<file path="config.mk">
export PLATFORM = sky130hd
export DESIGN_NAME = dual_port_ecc_bank_memory
export DESIGN_NICKNAME = d
export VERILOG_FILES = /design/src/rtl/dual_port_ecc_bank_memory.sv
export SDC_FILE = /design/constraint.sdc
export NUM_CORES = 1
export LEC_CHECK = 0
export CORE_AREA = 2 2 147 221
export DETAILED_ROUTE_END_ITERATION = 8
export DIE_AREA = 0 0 149 223
export GPL_ROUTABILITY_DRIVEN = 1
export PLACE_DENSITY = 0.79
export SLEW_MARGIN = 40
export SYNTH_ARGS = -nofsm -noshare
export SYNTH_HDL_FRONTEND = slang
export SYNTH_HIERARCHICAL = 1
export SYNTH_SLANG_ARGS = --single-unit
</file>
<file path="constraint.sdc">
create_clock -name i_clk -period 3.1 [get_ports i_clk]
set_clock_uncertainty 0.2 [all_clocks]
set_input_delay 0.62 -clock i_clk [delete_from_list [all_inputs] [get_ports i_clk]]
set_output_delay 0.62 -clock i_clk [all_outputs]
set_load 0.02 [all_outputs]
</file>
<file path="src/rtl/dual_port_ecc_bank_memory.sv">
// dual_port_ecc_bank_memory: single-clock true dual-port banked memory with SECDED ECC
//
// Build option: define DPM_ECC_EN to compile in the SECDED encoder/decoder and the
// error flags. Without it the array stores raw data, i_flip[WIDTH-1:0] XORs the raw
// word, and o_sbe/o_dbe/o_corr_cnt read as 0. Latencies are identical in both builds.
//
// Ports (X = a or b):
//   i_clk, i_rst         shared clock, synchronous active-high reset
//   i_en_X, i_we_X       request strobe, write(1)/read(0) select
//   i_addr_X, i_din_X    word address, write data
//   i_flip_X             XOR mask applied to the stored word on write (error injection)
//   o_dout_X, o_valid_X  corrected read data, one-cycle valid per read
//   o_sbe_X, o_dbe_X     single-bit corrected / double-bit detected
//   o_collision          both ports committed a write to one address on the previous edge
//   o_corr_cnt           saturating count of single-bit corrections

module dpm_ecc_port #(
    parameter int WIDTH         = 8,
    parameter int ADDR_WIDTH    = 5,
    parameter int CODE_WIDTH    = 13,
    parameter int WORD_WIDTH    = 13,
    parameter int WRITE_LATENCY = 1,
    parameter int READ_LATENCY  = 2
) (
    input  logic                  i_clk,
    input  logic                  i_rst,
    input  logic                  i_en,
    input  logic                  i_we,
    input  logic [ADDR_WIDTH-1:0] i_addr,
    input  logic [WIDTH-1:0]      i_din,
    input  logic [CODE_WIDTH-1:0] i_flip,
    output logic                  o_wr_en,
    output logic [ADDR_WIDTH-1:0] o_wr_addr,
    output logic [WORD_WIDTH-1:0] o_wr_word,
    output logic                  o_rd_en,
    input  logic [WORD_WIDTH-1:0] i_rd_word,
    output logic [WIDTH-1:0]      o_dout,
    output logic                  o_valid,
    output logic                  o_sbe,
    output logic                  o_dbe
);
    logic                  w_wr_req;
    logic                  w_rd_req;
    logic [WORD_WIDTH-1:0] w_wr_word;
    logic [WIDTH-1:0]      w_dec_data;
    logic                  w_dec_sbe;
    logic                  w_dec_dbe;
    logic                  r_raw_vld;
    logic [WIDTH-1:0]      w_st_data;
    logic                  w_st_sbe;
    logic                  w_st_dbe;

    // A request sampled while reset is high is ignored.
    assign w_wr_req = i_en && i_we && !i_rst;
    assign w_rd_req = i_en && !i_we && !i_rst;
    assign o_rd_en  = w_rd_req;

`ifdef DPM_ECC_EN
    localparam int PAR_BITS = CODE_WIDTH - WIDTH - 1;

    // Data fills non-power-of-two positions 3,5,6,7,9...; bit 0 is overall parity.
    function automatic logic [CODE_WIDTH-1:0] f_encode(input logic [WIDTH-1:0] d);
        logic [CODE_WIDTH-1:0] c;
        int j;
        c = '0;
        j = 0;
        for (int p = 1; p < CODE_WIDTH; p++)
            if ((p & (p - 1)) != 0) begin
                c[p] = d[j];
                j++;
            end
        for (int i = 0; i < PAR_BITS; i++)
            for (int p = 1; p < CODE_WIDTH; p++)
                if (p[i] && p != (1 << i)) c[1 << i] ^= c[p];
        c[0] = ^c;
        return c;
    endfunction

    function automatic logic [PAR_BITS-1:0] f_syndrome(input logic [CODE_WIDTH-1:0] c);
        logic [PAR_BITS-1:0] s;
        s = '0;
        for (int i = 0; i < PAR_BITS; i++)
            for (int p = 1; p < CODE_WIDTH; p++)
                if (p[i]) s[i] ^= c[p];
        return s;
    endfunction

    function automatic logic [WIDTH-1:0] f_extract(input logic [CODE_WIDTH-1:0] c);
        logic [WIDTH-1:0] d;
        int j;
        d = '0;
        j = 0;
        for (int p = 1; p < CODE_WIDTH; p++)
            if ((p & (p - 1)) != 0) begin
                d[j] = c[p];
                j++;
            end
        return d;
    endfunction

    logic [PAR_BITS-1:0]   w_syn;
    logic                  w_par_bad;
    logic [CODE_WIDTH-1:0] w_fixed;

    assign w_wr_word = f_encode(i_din) ^ i_flip;
    assign w_syn     = f_syndrome(i_rd_word);
    assign w_par_bad = ^i_rd_word;

    // Odd overall parity means one flipped bit; syndrome 0 points at the parity bit itself.
    always_comb begin
        w_fixed = i_rd_word;
        if (w_par_bad && 32'(w_syn) < CODE_WIDTH) w_fixed[w_syn] = ~i_rd_word[w_syn];
    end

    assign w_dec_data = f_extract(w_fixed);
    assign w_dec_sbe  = w_par_bad;
    assign w_dec_dbe  = !w_par_bad && (w_syn != '0);
`else
    logic w_unused_flip;

    assign w_unused_flip = ^i_flip[CODE_WIDTH-1:WIDTH];
    assign w_wr_word     = i_din ^ i_flip[WIDTH-1:0];
    assign w_dec_data    = i_rd_word;
    assign w_dec_sbe     = 1'b0;
    assign w_dec_dbe     = 1'b0;
`endif

    // Write pipeline: latency 1 commits straight from the sampling edge.
    generate
        if (WRITE_LATENCY == 1) begin : g_wr_direct
            assign o_wr_en   = w_wr_req;
            assign o_wr_addr = i_addr;
            assign o_wr_word = w_wr_word;
        end else begin : g_wr_pipe
            logic [WRITE_LATENCY-2:0] r_v;
            logic [ADDR_WIDTH-1:0]    r_a [WRITE_LATENCY-1];
            logic [WORD_WIDTH-1:0]    r_d [WRITE_LATENCY-1];

            always_ff @(posedge i_clk) begin
                if (i_rst) begin
                    r_v <= '0;
                end else begin
                    r_v[0] <= w_wr_req;
                    for (int i = 1; i < WRITE_LATENCY - 1; i++) r_v[i] <= r_v[i-1];
                end
                r_a[0] <= i_addr;
                r_d[0] <= w_wr_word;
                for (int i = 1; i < WRITE_LATENCY - 1; i++) begin
                    r_a[i] <= r_a[i-1];
                    r_d[i] <= r_d[i-1];
                end
            end

            // Gated by reset so an in-flight write is dropped rather than committed.
            assign o_wr_en   = r_v[WRITE_LATENCY-2] && !i_rst;
            assign o_wr_addr = r_a[WRITE_LATENCY-2];
            assign o_wr_word = r_d[WRITE_LATENCY-2];
        end
    endgenerate

    always_ff @(posedge i_clk) begin
        if (i_rst) r_raw_vld <= 1'b0;
        else r_raw_vld <= w_rd_req;
    end

    // Decoded results are zeroed outside valid so every stage downstream stays clean.
    assign w_st_data = r_raw_vld ? w_dec_data : '0;
    assign w_st_sbe  = r_raw_vld && w_dec_sbe;
    assign w_st_dbe  = r_raw_vld && w_dec_dbe;

    generate
        if (READ_LATENCY == 1) begin : g_rd_direct
            assign o_valid = r_raw_vld;
            assign o_dout  = w_st_data;
            assign o_sbe   = w_st_sbe;
            assign o_dbe   = w_st_dbe;
        end else begin : g_rd_pipe
            logic [READ_LATENCY-2:0] r_v;
            logic [READ_LATENCY-2:0] r_s;
            logic [READ_LATENCY-2:0] r_e;
            logic [WIDTH-1:0]        r_d [READ_LATENCY-1];

            always_ff @(posedge i_clk) begin
                if (i_rst) begin
                    r_v <= '0;
                    r_s <= '0;
                    r_e <= '0;
                    for (int i = 0; i < READ_LATENCY - 1; i++) r_d[i] <= '0;
                end else begin
                    r_v[0] <= r_raw_vld;
                    r_s[0] <= w_st_sbe;
                    r_e[0] <= w_st_dbe;
                    r_d[0] <= w_st_data;
                    for (int i = 1; i < READ_LATENCY - 1; i++) begin
                        r_v[i] <= r_v[i-1];
                        r_s[i] <= r_s[i-1];
                        r_e[i] <= r_e[i-1];
                        r_d[i] <= r_d[i-1];
                    end
                end
            end

            assign o_valid = r_v[READ_LATENCY-2];
            assign o_sbe   = r_s[READ_LATENCY-2];
            assign o_dbe   = r_e[READ_LATENCY-2];
            assign o_dout  = r_d[READ_LATENCY-2];
        end
    endgenerate
endmodule

module dual_port_ecc_bank_memory #(
    parameter int WIDTH           = 8,
    parameter int ADDR_WIDTH      = 5,
    parameter int NUM_BANK        = 4,
    parameter int WRITE_LATENCY_A = 1,
    parameter int WRITE_LATENCY_B = 1,
    parameter int READ_LATENCY_A  = 2,
    parameter int READ_LATENCY_B  = 2,
    parameter int CODE_WIDTH      = WIDTH + $clog2(WIDTH + $clog2(WIDTH + 1) + 1) + 1
) (
    input  logic                  i_clk,
    input  logic                  i_rst,
    input  logic                  i_en_a,
    input  logic                  i_en_b,
    input  logic                  i_we_a,
    input  logic                  i_we_b,
    input  logic [ADDR_WIDTH-1:0] i_addr_a,
    input  logic [ADDR_WIDTH-1:0] i_addr_b,
    input  logic [WIDTH-1:0]      i_din_a,
    input  logic [WIDTH-1:0]      i_din_b,
    input  logic [CODE_WIDTH-1:0] i_flip_a,
    input  logic [CODE_WIDTH-1:0] i_flip_b,
    output logic [WIDTH-1:0]      o_dout_a,
    output logic [WIDTH-1:0]      o_dout_b,
    output logic                  o_valid_a,
    output logic                  o_valid_b,
    output logic                  o_sbe_a,
    output logic                  o_sbe_b,
    output logic                  o_dbe_a,
    output logic                  o_dbe_b,
    output logic                  o_collision,
    output logic [7:0]            o_corr_cnt
);
    localparam int DEPTH      = 2 ** ADDR_WIDTH;
    localparam int BANK_DEPTH = DEPTH / NUM_BANK;
    localparam int BANK_LOG   = $clog2(NUM_BANK);
    localparam int BW         = (BANK_LOG > 0) ? BANK_LOG : 1;
    localparam int OW         = (BANK_DEPTH > 1) ? $clog2(BANK_DEPTH) : 1;
`ifdef DPM_ECC_EN
    localparam int WORD_WIDTH = CODE_WIDTH;
`else
    localparam int WORD_WIDTH = WIDTH;
`endif

    // Bank comes from the top address bits, the in-bank offset from the rest.
    function automatic logic [BW-1:0] f_bank(input logic [ADDR_WIDTH-1:0] a);
        return BW'(a >> (ADDR_WIDTH - BANK_LOG));
    endfunction

    function automatic logic [OW-1:0] f_off(input logic [ADDR_WIDTH-1:0] a);
        return OW'(a & ADDR_WIDTH'(BANK_DEPTH - 1));
    endfunction

    logic                  w_wr_en_a;
    logic                  w_wr_en_b;
    logic [ADDR_WIDTH-1:0] w_wr_addr_a;
    logic [ADDR_WIDTH-1:0] w_wr_addr_b;
    logic [WORD_WIDTH-1:0] w_wr_word_a;
    logic [WORD_WIDTH-1:0] w_wr_word_b;
    logic                  w_rd_en_a;
    logic                  w_rd_en_b;
    logic [WORD_WIDTH-1:0] w_q_a [NUM_BANK];
    logic [WORD_WIDTH-1:0] w_q_b [NUM_BANK];
    logic [BW-1:0]         r_rbank_a;
    logic [BW-1:0]         r_rbank_b;
    logic                  r_collision;

    dpm_ecc_port #(
        .WIDTH(WIDTH), .ADDR_WIDTH(ADDR_WIDTH), .CODE_WIDTH(CODE_WIDTH),
        .WORD_WIDTH(WORD_WIDTH), .WRITE_LATENCY(WRITE_LATENCY_A), .READ_LATENCY(READ_LATENCY_A)
    ) u_port_a (
        .i_clk(i_clk), .i_rst(i_rst), .i_en(i_en_a), .i_we(i_we_a), .i_addr(i_addr_a),
        .i_din(i_din_a), .i_flip(i_flip_a), .o_wr_en(w_wr_en_a), .o_wr_addr(w_wr_addr_a),
        .o_wr_word(w_wr_word_a), .o_rd_en(w_rd_en_a), .i_rd_word(w_q_a[r_rbank_a]),
        .o_dout(o_dout_a), .o_valid(o_valid_a), .o_sbe(o_sbe_a), .o_dbe(o_dbe_a)
    );

    dpm_ecc_port #(
        .WIDTH(WIDTH), .ADDR_WIDTH(ADDR_WIDTH), .CODE_WIDTH(CODE_WIDTH),
        .WORD_WIDTH(WORD_WIDTH), .WRITE_LATENCY(WRITE_LATENCY_B), .READ_LATENCY(READ_LATENCY_B)
    ) u_port_b (
        .i_clk(i_clk), .i_rst(i_rst), .i_en(i_en_b), .i_we(i_we_b), .i_addr(i_addr_b),
        .i_din(i_din_b), .i_flip(i_flip_b), .o_wr_en(w_wr_en_b), .o_wr_addr(w_wr_addr_b),
        .o_wr_word(w_wr_word_b), .o_rd_en(w_rd_en_b), .i_rd_word(w_q_b[r_rbank_b]),
        .o_dout(o_dout_b), .o_valid(o_valid_b), .o_sbe(o_sbe_b), .o_dbe(o_dbe_b)
    );

    generate
        for (genvar b = 0; b < NUM_BANK; b++) begin : g_bank
            logic [WORD_WIDTH-1:0] r_mem [BANK_DEPTH];
            logic [WORD_WIDTH-1:0] r_q_a;
            logic [WORD_WIDTH-1:0] r_q_b;
            logic                  w_we_a;
            logic                  w_we_b;
            logic                  w_re_a;
            logic                  w_re_b;

            assign w_we_a = w_wr_en_a && (f_bank(w_wr_addr_a) == BW'(b));
            assign w_we_b = w_wr_en_b && (f_bank(w_wr_addr_b) == BW'(b));
            assign w_re_a = w_rd_en_a && (f_bank(i_addr_a) == BW'(b));
            assign w_re_b = w_rd_en_b && (f_bank(i_addr_b) == BW'(b));

            // Port A is written last so it wins a same-address collision; reads are read-first.
            always_ff @(posedge i_clk) begin
                if (w_we_b) r_mem[f_off(w_wr_addr_b)] <= w_wr_word_b;
                if (w_we_a) r_mem[f_off(w_wr_addr_a)] <= w_wr_word_a;
                if (w_re_a) r_q_a <= r_mem[f_off(i_addr_a)];
                if (w_re_b) r_q_b <= r_mem[f_off(i_addr_b)];
            end

            assign w_q_a[b] = r_q_a;
            assign w_q_b[b] = r_q_b;
        end
    endgenerate

    always_ff @(posedge i_clk) begin
        if (w_rd_en_a) r_rbank_a <= f_bank(i_addr_a);
        if (w_rd_en_b) r_rbank_b <= f_bank(i_addr_b);
    end

    always_ff @(posedge i_clk) begin
        if (i_rst) r_collision <= 1'b0;
        else r_collision <= w_wr_en_a && w_wr_en_b && (w_wr_addr_a == w_wr_addr_b);
    end

    assign o_collision = r_collision;

`ifdef DPM_ECC_EN
    logic [7:0] r_corr_cnt;
    logic [8:0] w_cnt_sum;

    assign w_cnt_sum = {1'b0, r_corr_cnt} + 9'(o_sbe_a) + 9'(o_sbe_b);

    always_ff @(posedge i_clk) begin
        if (i_rst) r_corr_cnt <= '0;
        else r_corr_cnt <= w_cnt_sum[8] ? 8'hFF : w_cnt_sum[7:0];
    end

    assign o_corr_cnt = r_corr_cnt;
`else
    assign o_corr_cnt = '0;
`endif
endmodule

</file>
Yosys cells after proc, flatten, opt, wreduce, memory -nomap -nowiden
Memories as Yosys holds them, arrays and structs flattened. A register that Yosys moved wholly into a read port is not among the register bits. Index checks and enable logic that the tools add are counted. Widths: inputs -> output; s select.

Bitwise operators: 4. Reductions and logical operators: 33. Eq/ne operators: 7. Mux-type cells: 31. Order comparisons: 2.

Operators by type and width (count): $mux 8 (8); $bmux 8 s2 (2); $logic_and 1x1->1 (26); $mux 1 (21); $reduce_or 8->1 (2); $xor 8x8->8 (2); $eq 2x2->1 const B (4); $ge 3x3->1 const B (2); $not 2->3 (2); $eq 5x5->1 (1); $eq 2x1->1 const B (2); $logic_not 2->1 (2); $logic_not 1->1 (3).

Memory bits (writable): 272. Memories kept: 6. Input bits: 58. Flip-flop bits (word level): 9. Output and inout bits: 31.

Memory list: g_bank[0].r_mem (words 8, bits a word 8, read ports 2, clocked after memory_dff 2, write ports 2, RTL line 300) `logic [WORD_WIDTH-1:0] r_mem [BANK_DEPTH];`; g_bank[1].r_mem (words 8, bits a word 8, read ports 2, clocked after memory_dff 2, write ports 2, RTL line 300); g_bank[2].r_mem (words 8, bits a word 8, read ports 2, clocked after memory_dff 2, write ports 2, RTL line 300); g_bank[3].r_mem (words 8, bits a word 8, read ports 2, clocked after memory_dff 2, write ports 2, RTL line 300); u_port_a.g_rd_pipe.r_d (words 1, bits a word 8, read ports 1, clocked after memory_dff 0, write ports 1, RTL line 181) `logic [WIDTH-1:0] r_d [READ_LATENCY-1];`; u_port_b.g_rd_pipe.r_d (words 1, bits a word 8, read ports 1, clocked after memory_dff 0, write ports 1, RTL line 181).

Depth between registers and ports, before layout
Word-level depth: 6. Mapped depth: 7. Depth with buffers taken out: 4.

Hierarchy
Netlist, hierarchy kept.

By module, submodules not included: dual_port_ecc_bank_memory (times used 1, cells each 1015, seq. area each 9749.4 sq um, area each 17933.4 sq um); dpm_ecc_port (times used 2, cells each 39, seq. area each 200.2 sq um, area each 447.9 sq um).

Least setup slack after synthesis
OpenSTA, ideal clock, no wires.

Kind: input to register. Start point: in i_rst. End point: mem g_bank[0].r_mem[7][0] (netlist name), enable pin. Slack: 0.274 ns. Stages on the path: 5. Data arrival time: 2.242 ns. Path through: buf_6 -> and3b_1 -> or3b_2 -> clkbuf_1 -> o21ai_0.

RTL lines: start: declaration (RTL line 222) `input logic i_rst,`; end: declaration (RTL line 300).

==> flow_summary.yaml <==
place:
  hpwl_um: 32400
  place_inst: 1545
  portBuffers: 66
  place_area_um2: 20300
  gp_congestion: 0.927
  place_ws_ps: 40.3
sta:
  max_freq_mhz: 395
  worstMarginPinSlew_ps: 673
  rsz0062_at_grt: "false"
  setup_slack_ps: 565
  maxSlewHeadroom_pct: 55.1
  setup_viol: 0
  hold_violations: 0
  tns_ps: 0
  fin_crit_ps: 2530
  whs_ps: 346
  finalCritPeriodShare_pct: 81.8
  slew_violations: 0
synthesis:
  async_flop_share_pct: 0
  seq_area_frac_synth_pct: 53.9
  syn_avg_cell_area_um2: 17.2
  synth_cell_types: 39
  ys.flop_type: "edfxtp_1"
  synth_xor_area_share_pct: 0.977
  synthTopCellsByArea: "edfxtp_1, mux2_2, mux4_2, dfxtp_1, clkbuf_1"
  ys_warn_count: 6
  synth.top_cell.area_share_pct: 51.7
  synth-simple-area-share_pct: 4.16
  synth_edf_count: 324
  synth_largest_area_cell: "edfxtp_1"
  synthAdderAreaFrac_pct: 0
  synth_compound_gate_area_share_pct: 0.944
  ys_ff_latch: 345
  synth_top_family_by_area: "multiplexers"
  synth.cell_area_um2: 18800
  synthMuxAreaShare_pct: 36.4
  syn_inst: 1093
die:
  coreArea_um2: 31400
  die_w_um: 149
  initial_utilization_pct: 59.9
  num_rows: 80
  dieArea_um2: 33200
  die_h_um: 223
  ios: 89
clock_tree:
  clock_path_buffers: 3
  htreeDepth: 2
  ctsHoldBuffers: 0
  post_cts_buffers: 0
  numCtsBuffers: 34
  cts-root-buf: "clkbuf_16"
  path_clk_slew_ps: 60
  cts.sink_count: 345
  cts_resized: 0
  cts_tree: "yes"
  clock_latency_ps: 540
final_layout:
  design_area_um2: 21400
  final_common_cell: "edfxtp_1"
  syn_to_final_growth_pct: 13.7
  final_nets: 1229
  drive_gt1_share_pct: 56.6
  fin_cells: 1605
  final_cell_mix: "edfxtp_1, mux2_2, mux4_2, buf_4, clkdlybuf4s50_1"
  final_util_pct: 68.1
  diodes: 0
worst_setup_path:
  cp.required_ps: 3190
  critPathBufInv: 3
  arrival_ps: 2630
  timing_worst_setup_path_type: "in -> reg"
  rr_worst_depth: 2
  crit_fanout: 9
  crit_start: "i_rst"
  critPathTopFamily: "simple AND/OR/NAND/NOR gates"
  path_common_cell: "buf_12"
  crit_end: "g_bank[3].r_mem[2][6]$_DFFE_PP_"
  reg2reg_from: "r_rbank_b[0]$_DFFE_PP_"
  path_cells: "clkdlybuf4s50_1, and3b_1, buf_12, nand4_2, nor3_4, buf_12, mux2_2"
  r2r_end: "u_port_b/g_rd_pipe.r_d[0][3]$_SDFF_PP0_"
  critPathSlowestCell: "clkdlybuf4s50_1"
  r2r_setup_slack_ps: 1340
  crit_cells: 7
  cp-end-kind: "flip-flop"
  slowest_delay_ps: 440
  critPathLaunchType: "input port"
power_and_ir_drop:
  p_leak_nw: 7.10
  power_frac_clock_pct: 38.2
  power_density_nw_per_um2: 497
  p_seq_share_pct: 49.1
  power_mw: 10.6
  p_sw_share_pct: 23.3
  peakVddDrop_uv: 312
  intPower_mw: 8.16
  switchingPower_mw: 2.48
  combPwrFrac_pct: 12.8
grt:
  grt_pass1_wl_um: 70400
  antenna_found_initial: 1
  grt_usage_pct: 29.4
  first_global_vias: 11054
  grt_start_max_net_pins: 34
  gr-total-overflow: 0
detailed_routing:
  wirelength_um: 47400
  drcViolationCount: 0
  first_pass_iters: 5
  wire_per_inst_um: 29.5
  vias_per_cell: 6.63
  antenna_left: 0
  drt_iter0_drc: 1078
  vias: 10643
hold_path:
  holdPathStages: 1
  holdCritPathClass: "reg -> reg"
run_status:
  run_status: "finished clean"
run:
  maxCapViolCount: 0
Yosys cell counts (12+ instances only):
cell	instances
nand2_2	13
o22ai_1	12
nor2_2	12
clkbuf_1	73
dfxtp_1	21
mux4_2	144
and3b_1	20
o21ai_0	19
mux2_2	320
buf_4	28
xor2_1	17
edfxtp_1	324
buf_2	19
power groups by stage:
stage / clock (mW) / combinational (mW) / sequential [mW]
floorplan: 0 / 0.911 / 5.31
finish: 4.06 / 1.36 / 5.22
CTS: 4.10 / 1.35 / 5.22
global placement: 0 / 1.30 / 5.32
detailed placement: 0 / 1.33 / 5.32
global route: 4.25 / 1.43 / 5.22
cell type report:
cell class / instances / area [um2]
sequential: 345 / 10100
clock buffer: 40 / 895
timing repair buffer: 165 / 1520
clock inverter: 20 / 175
tap: 410 / 513
multi-input combinational: 625 / 8160
fill: 2054 / 10000
cells by family (layout without fill, tap and decap cells):
| logic type | Yosys count | count (layout) |
|---|---|---|
| muxes | 464 | 464 |
| DFF | 345 | 345 |
| buffers and inverters | 132 | 225 |
| and+or+nand+nor | 96 | 96 |
| AOI/OAI and AO/OA | 32 | 32 |
| xor gates and xnor gates | 21 | 21 |
| other | 3 | 12 |
routing by layer:
metal | vias up | part of all wire (%) | track usage (%)
li1 | 4516 | - | -
met1 | 5498 | 35 | 36.8
met2 | 508 | 53 | 50.8
met3 | 121 | 6.3 | 3.52
met4 | 0 | 5.6 | 14.2
met5 | - | 0 | 0
worst min path at each step:
stage	to	startpoint	slack, ps
floorplan	u_port_a/o_valid$_SDFF_PP0_	u_port_a/r_raw_vld$_SDFF_PP0_	300
detailed placement	u_port_a/o_valid$_SDFF_PP0_	u_port_a/r_raw_vld$_SDFF_PP0_	340
global placement	u_port_a/o_valid$_SDFF_PP0_	u_port_a/r_raw_vld$_SDFF_PP0_	330
CTS	u_port_a/o_valid$_SDFF_PP0_	u_port_a/r_raw_vld$_SDFF_PP0_	350
global route	u_port_a/o_valid$_SDFF_PP0_	u_port_a/r_raw_vld$_SDFF_PP0_	400
finish	u_port_a/o_valid$_SDFF_PP0_	u_port_a/r_raw_vld$_SDFF_PP0_	350
state kept, by name, indices dropped and copies added, names as in the netlist:
name,flops
g_bank.r_mem,256
g_bank.r_q_a,32
g_bank.r_q_b,32
o_collision,1
r_rbank_a,2
r_rbank_b,2
u_port_a/g_rd_pipe.r_d,8
u_port_a/o_valid,1
u_port_a/r_raw_vld,1
u_port_b/g_rd_pipe.r_d,8
u_port_b/o_valid,1
u_port_b/r_raw_vld,1
(Power assumes the default switching activity.)
